===== src/rtl/seg7_pkg.sv =====
// Shared definitions for the 7-segment scan capture block: active-low glyph
// patterns (gfedcba), the blank BCD code and the capture FSM state type.
package seg7_pkg;

  localparam logic [6:0] SEG7_0     = 7'b1000000;
  localparam logic [6:0] SEG7_1     = 7'b1111001;
  localparam logic [6:0] SEG7_2     = 7'b0100100;
  localparam logic [6:0] SEG7_3     = 7'b0110000;
  localparam logic [6:0] SEG7_4     = 7'b0011001;
  localparam logic [6:0] SEG7_5     = 7'b0010010;
  localparam logic [6:0] SEG7_6     = 7'b0000010;
  localparam logic [6:0] SEG7_7     = 7'b1111000;
  localparam logic [6:0] SEG7_8     = 7'b0000000;
  localparam logic [6:0] SEG7_9     = 7'b0010000;
  localparam logic [6:0] SEG7_BLANK = 7'b1111111;

  localparam logic [3:0] BCD_BLANK  = 4'hF;

  typedef enum logic [1:0] {
    IDLE,
    SETTLE,
    HELD
  } seg7_state_t;

endpackage


===== src/rtl/seg7_glyph_decode.sv =====
// Combinational reverse decoder: active-low 7-segment pattern to BCD, with
// blank and illegal-glyph flags.
module seg7_glyph_decode
  import seg7_pkg::*;
(
  input  logic [6:0] seg,
  output logic [3:0] bcd,
  output logic       blank,
  output logic       err
);

  // Map each legal glyph to its digit; anything else is an error.
  always_comb begin
    bcd   = BCD_BLANK;
    blank = 1'b0;
    err   = 1'b0;
    case (seg)
      SEG7_0:     bcd = 4'd0;
      SEG7_1:     bcd = 4'd1;
      SEG7_2:     bcd = 4'd2;
      SEG7_3:     bcd = 4'd3;
      SEG7_4:     bcd = 4'd4;
      SEG7_5:     bcd = 4'd5;
      SEG7_6:     bcd = 4'd6;
      SEG7_7:     bcd = 4'd7;
      SEG7_8:     bcd = 4'd8;
      SEG7_9:     bcd = 4'd9;
      SEG7_BLANK: blank = 1'b1;
      default:    err = 1'b1;
    endcase
  end

endmodule


===== src/rtl/seg7_scan_capture.sv =====
// Monitors a multiplexed active-low common-anode 7-segment bus and rebuilds
// the per-digit BCD value once the sampled pattern has been stable.
// Optional per-digit refresh timeout: define SEG7_SCAN_TIMEOUT_EN.
module seg7_scan_capture
  import seg7_pkg::*;
#(
  parameter int N_DIGITS       = 4,
  parameter int STABLE_CYCLES  = 4,
  parameter int TIMEOUT_CYCLES = 1000000,
  localparam int IDX_W         = (N_DIGITS > 1) ? $clog2(N_DIGITS) : 1
) (
  input  logic                  clk,
  input  logic                  reset,
  input  logic [6:0]            seg_in,
  input  logic [N_DIGITS-1:0]   an_in,
  output logic [4*N_DIGITS-1:0] bcd_out,
  output logic [N_DIGITS-1:0]   digit_valid,
  output logic [N_DIGITS-1:0]   digit_blank,
  output logic                  capture_strobe,
  output logic [IDX_W-1:0]      capture_idx,
  output logic                  decode_err
);

  localparam int CNT_W = $clog2(STABLE_CYCLES + 1);
  localparam logic [CNT_W-1:0] CNT_MAX  = CNT_W'(STABLE_CYCLES);
  localparam logic [CNT_W-1:0] CNT_LAST = CNT_W'(STABLE_CYCLES - 1);

  if (N_DIGITS < 1 || N_DIGITS > 8 || STABLE_CYCLES < 1 || TIMEOUT_CYCLES < 1) begin : g_param_check
    $error("seg7_scan_capture: parameter out of range");
  end

  function automatic logic onehot_low(input logic [N_DIGITS-1:0] an);
    int unsigned n;
    n = 0;
    for (int unsigned i = 0; i < N_DIGITS; i++)
      if (!an[i]) n++;
    return n == 1;
  endfunction

  function automatic logic [IDX_W-1:0] low_index(input logic [N_DIGITS-1:0] an);
    logic [IDX_W-1:0] r;
    r = '0;
    for (int unsigned i = 0; i < N_DIGITS; i++)
      if (!an[i]) r = IDX_W'(i);
    return r;
  endfunction

  logic [N_DIGITS-1:0] s_an;
  logic [6:0]          s_seg;
  logic [CNT_W-1:0]    cnt;
  seg7_state_t         state;

  logic             changed;
  logic             in_onehot;
  logic             capture;
  logic [IDX_W-1:0] s_idx;
  logic [3:0]       dec_bcd;
  logic             dec_blank;
  logic             dec_err;

  // State decisions look at the value about to enter S so that the FSM and
  // the stability counter move on the same edge as S itself.
  assign changed   = (an_in != s_an) || (seg_in != s_seg);
  assign in_onehot = onehot_low(an_in);
  assign s_idx     = low_index(s_an);
  assign capture   = (state == SETTLE) && !changed && in_onehot && (cnt == CNT_LAST);

  seg7_glyph_decode u_decode (
    .seg   (s_seg),
    .bcd   (dec_bcd),
    .blank (dec_blank),
    .err   (dec_err)
  );

  // Input sample register S.
  always_ff @(posedge clk) begin
    if (reset) begin
      s_an  <= '1;
      s_seg <= SEG7_BLANK;
    end else begin
      s_an  <= an_in;
      s_seg <= seg_in;
    end
  end

  // Stability counter: restarts on any change of S, saturates at STABLE_CYCLES.
  always_ff @(posedge clk) begin
    if (reset) cnt <= '0;
    else if (changed) cnt <= '0;
    else if (cnt != CNT_MAX) cnt <= cnt + CNT_W'(1);
  end

`ifdef SEG7_SCAN_TIMEOUT_EN
  localparam int TCNT_W = $clog2(TIMEOUT_CYCLES + 1);
  localparam logic [TCNT_W-1:0] TCNT_MAX  = TCNT_W'(TIMEOUT_CYCLES);
  localparam logic [TCNT_W-1:0] TCNT_LAST = TCNT_W'(TIMEOUT_CYCLES - 1);
  logic [TCNT_W-1:0] tcnt [N_DIGITS];
`endif

  // Capture FSM with registered per-digit results; a capture in the same
  // cycle as a timeout overrides it because it is assigned last.
  always_ff @(posedge clk) begin
    if (reset) begin
      state          <= IDLE;
      bcd_out        <= {N_DIGITS{BCD_BLANK}};
      digit_valid    <= '0;
      digit_blank    <= '0;
      capture_strobe <= 1'b0;
      capture_idx    <= '0;
      decode_err     <= 1'b0;
`ifdef SEG7_SCAN_TIMEOUT_EN
      for (int unsigned i = 0; i < N_DIGITS; i++) tcnt[i] <= '0;
`endif
    end else begin
      capture_strobe <= 1'b0;
      decode_err     <= 1'b0;

      if (!in_onehot) begin
        state <= IDLE;
      end else begin
        case (state)
          IDLE:    state <= SETTLE;
          SETTLE:  if (capture) state <= HELD;
          HELD:    if (changed) state <= SETTLE;
          default: state <= IDLE;
        endcase
      end

`ifdef SEG7_SCAN_TIMEOUT_EN
      for (int unsigned i = 0; i < N_DIGITS; i++) begin
        if (tcnt[i] != TCNT_MAX) tcnt[i] <= tcnt[i] + TCNT_W'(1);
        if (tcnt[i] == TCNT_LAST) begin
          digit_valid[i] <= 1'b0;
          digit_blank[i] <= 1'b0;
        end
      end
`endif

      if (capture) begin
        capture_strobe <= 1'b1;
        capture_idx    <= s_idx;
`ifdef SEG7_SCAN_TIMEOUT_EN
        tcnt[s_idx]    <= '0;
`endif
        if (dec_err) begin
          decode_err         <= 1'b1;
          digit_valid[s_idx] <= 1'b0;
          digit_blank[s_idx] <= 1'b0;
        end else begin
          bcd_out[4*s_idx +: 4] <= dec_bcd;
          digit_valid[s_idx]    <= 1'b1;
          digit_blank[s_idx]    <= dec_blank;
        end
      end
    end
  end

endmodule

===== config.mk =====
export PLATFORM = sky130hd
export DESIGN_NAME = seg7_scan_capture
export DESIGN_NICKNAME = d
export VERILOG_FILES = /design/src/rtl/seg7_pkg.sv /design/src/rtl/seg7_glyph_decode.sv /design/src/rtl/seg7_scan_capture.sv
export SDC_FILE = /design/constraint.sdc
export NUM_CORES = 1
export LEC_CHECK = 0
export BUFFER_PORTS_ARGS = -buffer_cell sky130_fd_sc_hd__buf_2
export CORE_ASPECT_RATIO = 0.75
export CORE_MARGIN = 3
export CORE_UTILIZATION = 49
export DETAILED_ROUTE_END_ITERATION = 12
export PLACE_DENSITY = 0.75
export SYNTH_ARGS = -nofsm -noshare
export SYNTH_HDL_FRONTEND = slang
export SYNTH_HIERARCHICAL = 1
export SYNTH_SLANG_ARGS = --single-unit

===== constraint.sdc =====
create_clock -name clk -period 2.55 [get_ports clk]
set_clock_uncertainty 0.15 [all_clocks]
set_input_delay 0.3825 -clock clk [delete_from_list [all_inputs] [get_ports clk]]
set_output_delay 0.3825 -clock clk [all_outputs]
set_load 0.005 [all_outputs]

==> results of run 1 <==
[Yosys cell counts, drive strengths merged, types with 3 or more instances]
cell type / count
o21ai: 4
or3: 3
a21oi: 8
inv: 12
or2: 9
buf: 5
mux2i: 24
nand3: 8
xnor2: 15
nand2: 16
nand3b: 4
nor3b: 4
clkbuf: 5
nand4: 4
ha: 6
dfxtp: 44
nor2: 29
nor3: 4
[per-layer routing]
layer	track usage (%)	vias up
li1	-	880
met1	25.6	808
met2	28.0	45
met5	0	-
met4	8.51	0
met3	5.86	7
[registers in the layout, indices dropped and copies added, names as in the netlist, named ones only]
signal and count:
cnt 3, s_an 4, capture_idx 2, digit_blank 4, decode_err 1, s_seg 7, bcd_out 16, state 2
capture_strobe 1
[metrics by stage]
| stage | utilization [%] | worst slack, ps | total power, mW | setup TNS (ps) |
|---|---|---|---|---|
| 6_report | 62.1 | 160 | 1.38 | 0 |
| 5_1_grt | 62.1 | 5.43 | 1.43 | 0 |
| 4_1_cts | 61.8 | 148 | 1.39 | 0 |
| 3_5_place_dp | 59.2 | -157 | 0.871 | -1690 |
| 3_3_place_gp | 59.2 | -63.0 | 0.868 | -493 |
| 2_1_floorplan | - | 32.9 | 0.821 | 0 |
[power groups by stage]
stage,clock (mW),combinational (mW),sequential [mW]
finish,0.521,0.144,0.712
global route,0.560,0.159,0.715
CTS,0.535,0.144,0.712
detailed placement,0,0.143,0.728
global placement,0,0.140,0.728
floorplan,0,0.0981,0.723
[layout by cell type (no fill, tap or decap), types with 2 or more instances in the layout]
| cell | instances |
|---|---|
| ha_1 | 6 |
| a211oi_1 | 2 |
| clkbuf_8 | 5 |
| or3_4 | 2 |
| nand4_1 | 3 |
| buf_4 | 13 |
| o22ai_1 | 2 |
| dfxtp_1 | 44 |
| inv_1 | 12 |
| mux2i_1 | 24 |
| o21ai_0 | 4 |
| xor2_1 | 2 |
| nand2_1 | 16 |
| nor3b_1 | 3 |
| xnor2_1 | 14 |
| nor2_1 | 29 |
| or2_2 | 9 |
| nor3_1 | 3 |
| nand3b_1 | 4 |
| nand3_1 | 7 |
| a31oi_1 | 2 |
| a21oi_1 | 8 |
| buf_2 | 40 |
[layout make-up]
| cell class | count | area [um2] | share of cell area [%] |
|---|---|---|---|
| Inverter | 12 | 45.0 | 1.76 |
| Clock buffer | 6 | 72.6 | 2.83 |
| Clock inverter | 2 | 35.0 | 1.37 |
| Multi-Input combinational cell | 163 | 1160 | 45.4 |
| Tap cell | 55 | 68.8 | 2.68 |
| Sequential cell | 44 | 881 | 34.4 |
| Timing Repair Buffer | 53 | 298 | 11.6 |
[how the worst max path moves through the flow]
stage | from | end | slack [ps] | cells after the start
after floorplan | an_in[0] | bcd_out[4] | 30 | 10
after global placement | an_in[0] | capture_idx[0] | -60 | 11
after detailed placement | an_in[0] | capture_idx[0] | -160 | 11
after CTS | an_in[0] | capture_idx[0] | 150 | 11
after global routing | an_in[0] | capture_idx[0] | 5 | 11
final | an_in[0] | bcd_out[5] | 160 | 12
[critical path: stages]
cell and delay [ps]:
buf_2 90, inv_1 50, ha_1 320, xnor2_1 140, ha_1 220, xnor2_1 160
a31oi_1 110, o31ai_2 190, buf_4 180, buf_4 120, nand4b_1 250, mux2i_1 200
[logic make-up (layout without fill, tap and decap cells)]
logic type / Yosys count / after routing
AOI/OAI and AO/OA: 23 / 23
xor gates and xnor gates: 17 / 17
adders and majority gates: 6 / 6
buffers and inverters: 22 / 73
DFF: 44 / 44
muxes: 24 / 24
and+or+nand+nor: 93 / 93
[timing repair]
item	CTS	global route
buffers inserted	0	0
gates resized for setup	0	2
hold buffers	0	0
endpoints found under the setup margin	0	4
==> summary.md, run 1 <==
| Metric | Value |
|---|---|
| Max Fclk | 418 MHz |
| Share of layout cells above drive strength 1 | 29.6% |
| Core area | 4130 um2 |
| Clock share of power | 37.8% |
| Die width | 82.3 um |
| I/O Buffers | 40 |
| CTS sink cnt | 44 |
| Vias in the first global route | 1,720 |
| Syn_nets | 248 |
| M1 wire length | 2.20 mm |
| Crit-path max FO | 7 |
| Initial antenna violation count | 0 |
| Final Hold Viols | 0 |
| Synth Warn # | 6 |
| Seq/Total Area, Yosys | 41.2% |
| Top post-synthesis cells by area | dfxtp_1 41%, mux2i_1 11%, xnor2_1 5.7%, nor2_1 5.1%, ha_1 3.5% |
| Post-Synth Adder-Cell Area | 3.51% |
| First-pass GRT wire length | 7.71 mm |
| DR top layer | met4 |
| Cell area after synthesis | 2140 um2 |
| H-tree level count | 2 |
| Antenna Nets Post-Route | 0 |
| 1st-pass router iterations | 4 |
| Asr flop ratio synth | 0% |
| Sw frac | 23.2% |
| Starting DRT DRC Count | 69 |
| Reg power frac | 51.7% |
| Final min period | 2390 ps |
| Routed wl met3 | 321 um |
| Antenna cells | 0 |
| Max Cap Viol | 0 |
| Yosys cell types | 45 |
| GRT overflow | 0 |
| Wire per inst | 13.3 um |
| Vias | 1,740 |
| Post-synthesis compound-gate area fraction | 7.26% |
| Internal power | 1.06 mW |
| Non-Filler Instances | 335 |
| CP Class | input pin to flip-flop |
| Max Buffers Root-to-Sink | 2 |
| Mux share of post-synthesis cell area | 11.2% |
| Area grow syn2layout | 20.0% |
| Synth Area in XOR/XNOR | 7.32% |
| Hold Path Class | input pin to flip-flop |
| Placed insts | 327 |
| CP Data Arrival Time | 2420 ps |
| Chip height | 63.2 um |
| Worst-Skew Late Latency | 300 ps |
| Setup crit end kind | flip-flop |
| R2r setup slk | 210 ps |
| CTS tree | built |
| Synth area leader | dfxtp_1 |
| Post-DP HPWL | 3.32 mm |
| R2R Path Start | s_seg[2] |
| Initial Util | 51.8% |
| Relative slew slack | 64.1% |
| Status | finished clean |
| Top-area cell type share of the netlist area | 41.2% |
| Period utilization | 93.7% |
| Final max-slew violation count | 0 |
| Final Cell Area | 2560 um2 |
| Worst Hold End | s_seg[4] |
| Worst hold path cell count | 2 |
| Post-synth EDFFs | 0 |
| Startpoint Class | input pin |
| GP Congestion | 0.864 |
| RSZ-0062 raised after global routing | false |
| Total GRT Usage | 19.1% |
| Routed vias/inst | 5.19 |
| Clock Tree Root | clkbuf_8 |
| Ys flop type | dfxtp_1 |
| Switching power | 0.320 mW |
| Num CTS Buffers | 5 |
| Area after DPL | 2450 um2 |
| Clock Pin Slew Worst Setup and Hold Paths | 80 ps |
| Cells after Synth | 229 |
| Post-Synthesis Mean Instance Area | 9.33 um2 |
| Die area | 5200 um2 |
| Final wirelength | 4.46 mm |
| Filler cell count | 382 |
| Largest net degree at the start of global routing | 34 |
| Least-Margin Pin Slew | 538 ps |
| Worst Reg-to-Reg Cells | 8 |
| # setup viols final | 0 |
| Worst hold margin | 143 ps |
| Rows | 20 |
| Pwr dens | 538 nW/um2 |
| Simple-gate portion of the synthesized area | 24.6% |
| Ports | 41 |
| Yosys reg bits | 44 |
| Worst Hold Launch | seg_in[4] |
| Number of nets in the layout | 298 |
| Worst reg2reg path endpoint | bcd_out[12] |
| Routed wl met2 | 1.88 mm |
| Max IR drop VDD | 0.000313 V |
| Leakage | 1.15 nW |
| DRC viols | 0 |
| Crit path required time | 2580 ps |
| Part of the power in combinational logic | 10.5% |
| Largest family of logic cells by synthesized area | simple AND/OR/NAND/NOR gates |
No activity file was read; power rests on OpenSTA's default activity.
==> run 2, diff against run 1 <==
--- a/config.mk
+++ b/config.mk
@@ -11,6 +11,7 @@
 export CORE_UTILIZATION = 49
 export DETAILED_ROUTE_END_ITERATION = 12
 export PLACE_DENSITY = 0.75
+export RECOVER_POWER = 100
 export SYNTH_ARGS = -nofsm -noshare
 export SYNTH_HDL_FRONTEND = slang
 export SYNTH_HIERARCHICAL = 1
==> run 2 against run 1 <==
Via count about the same. Largest cell class unchanged. Register-to-register slack about the same. Clock power hardly changed. Critical path type unchanged. Total power down 0.28%. Largest power group unchanged. Highest routed layer unchanged.
==> summary.md, run 2 (synthesis gave the netlist of run 1 again) <==
| Metric | Value |
|---|---|
| H-tree level count | 2 (unchanged) |
| First-pass GRT wire length | 7.71 mm (unchanged) |
| CTS sink cnt | 44 (unchanged) |
| Num CTS Buffers | 5 (unchanged) |
| Share of layout cells above drive strength 1 | 23.9% (-5.7 points) |
| Crit path required time | 2570 ps (about the same) |
| Max Fclk | 418 MHz (about the same) |
| Wire per inst | 13.3 um (+0.11%) |
| Antenna Nets Post-Route | 0 (unchanged) |
| Ports | 41 (unchanged) |
| Final wirelength | 4.47 mm (+0.11%) |
| Core area | 4130 um2 (unchanged) |
| Largest net degree at the start of global routing | 34 (unchanged) |
| Post-route setup slack | 158 ps (-2.26 ps) |
| Most frequent cells in the layout | 44 x dfxtp_1, 29 x nor2_1, 26 x buf_2, 24 x mux2i_1, 16 x nand2_1 |
| Largest register FFs | 16 (unchanged) |
| Final Cell Area | 2530 um2 (-1.5%) |
| Routed vias/inst | 5.20 (about the same) |
| Rows | 20 (unchanged) |
| Leakage | 1.09 nW (-5.3%) |
| Number of nets in the layout | 298 (unchanged) |
| Most common cell after layout, fill and taps aside | dfxtp_1 |
| DRC viols | 0 (unchanged) |
| I/O Buffers | 40 (unchanged) |
| Post-DP HPWL | 3.32 mm (unchanged) |
| Antenna cells | 0 (unchanged) |
| Clock Pin Slew Worst Setup and Hold Paths | 80 ps (about the same) |
| Die area | 5200 um2 (unchanged) |
| # hold bufs at CTS | 0 (unchanged) |
| Area grow syn2layout | 18.2% |
| Area after DPL | 2450 um2 (unchanged) |
| Initial antenna violation count | 0 (unchanged) |
| Pwr dens | 544 nW/um2 (+1.2%) |
| GP Congestion | 0.864 (unchanged) |
| Max Cap Viol | 0 (unchanged) |
| Final Hold Viols | 0 (unchanged) |
| Non-Filler Instances | 335 (unchanged) |
| Starting DRT DRC Count | 63 (-8.7%) |
| CTS tree | built |
| Chip height | 63.2 um (unchanged) |
| Worst slack, placed | -157 ps (unchanged) |
| Die width | 82.3 um (unchanged) |
| Setup crit end kind | flip-flop |
| Crit-path max FO | 7 (unchanged) |
| 1st-pass router iterations | 4 (unchanged) |
| Startpoint Class | input pin |
| Final max-slew violation count | 0 (unchanged) |
| Reg with most FFs | bcd_out |
| Relative slew slack | 64.2% (+0.087 points) |
| Hold Path Class | input pin to flip-flop |
| Worst hold margin | 143 ps (+0.321 ps) |
| Vias in the first global route | 1,720 (unchanged) |
| Max IR drop VDD | 0.000310 V (-0.96%) |
| Placed insts | 327 (unchanged) |
| Vias | 1,741 (+0.057%) |
| GRT overflow | 0 (unchanged) |
| Max Buffers Root-to-Sink | 2 (unchanged) |
| RSZ-0062 raised after global routing | false |
| Top flop regs | bcd_out (16), s_seg (7) |
| Initial Util | 51.8% (unchanged) |
| # setup viols final | 0 (unchanged) |
| Least-Margin Pin Slew | 537 ps (-1.30 ps) |
| Total GRT Usage | 19.1% (unchanged) |
| Period utilization | 93.8% (about the same) |
| CP Data Arrival Time | 2410 ps (about the same) |
| Clock Tree Root | clkbuf_8 |
| Worst-Skew Late Latency | 300 ps (about the same) |
| Status | finished clean |
| CP Class | input pin to flip-flop |
| Final min period | 2390 ps (+2.26 ps) |
| Total power draw | 1.37 mW (-0.28%) |
## run 2: changes by cell type in the layout (fill, tap and decap cells not counted), sizes merged
cell    previous run  this run
clkbuf             6        21
buf               53        38
## run 2: path summary, 6_finish.rpt
kind	from	slack [ps]	cells past startpoint	end
max reg2reg	s_seg[2]	210	8	bcd_out[12]
min reg2reg	digit_blank[1]	310	2	digit_blank[1]
max	an_in[0]	160	12	bcd_out[5]
min	seg_in[4]	140	2	s_seg[4]
## run 2: metal layers
| layer | wire length (um) | GRT usage, % |
|---|---|---|
| met1 | 2190 | 25.6 |
| met2 | 1880 | 28.0 |
| met3 | 329 | 5.86 |
| met4 | 60 | 8.51 |
| met5 | 0 | 0 |
## run 2: final cells by class
cell class | count | area, um2
fill | 394 | 1600
multi-input combinational | 163 | 1150
sequential | 44 | 881
timing repair buffer | 53 | 274
clock buffer | 6 | 72.6
tap | 55 | 68.8
inverter | 12 | 45.0
clock inverter | 2 | 35.0
## run 2: critical path, stage by stage
cell	delay [ps]
buf_2	90
inv_1	50
ha_1	320
xnor2_1	140
ha_1	220
xnor2_1	160
a31oi_1	110
o31ai_2	190
buf_4	180
buf_4	120
nand4b_1	250
mux2i_1	210
## run 2: stage by stage
stage / TNS (ps) / utilization [%]
global route: 0 / 61.2
floorplan: 0 / -
finish: 0 / 61.2
detailed placement: -1690 / 59.2
global placement: -493 / 59.2
CTS: 0 / 61.8
## run 2: power by group
group	internal (mW)	switching (mW)	leakage (nW)
clock network	0.291	0.230	0.0552
registers	0.697	0.0155	0.358
logic	0.0688	0.0726	0.675
total	1.06	0.318	1.09
## run 2: what timing repair did
action / CTS / global route
gates resized for setup: 0 / 2
setup buffers: 0 / 0
setup endpoints to repair: 0 / 4
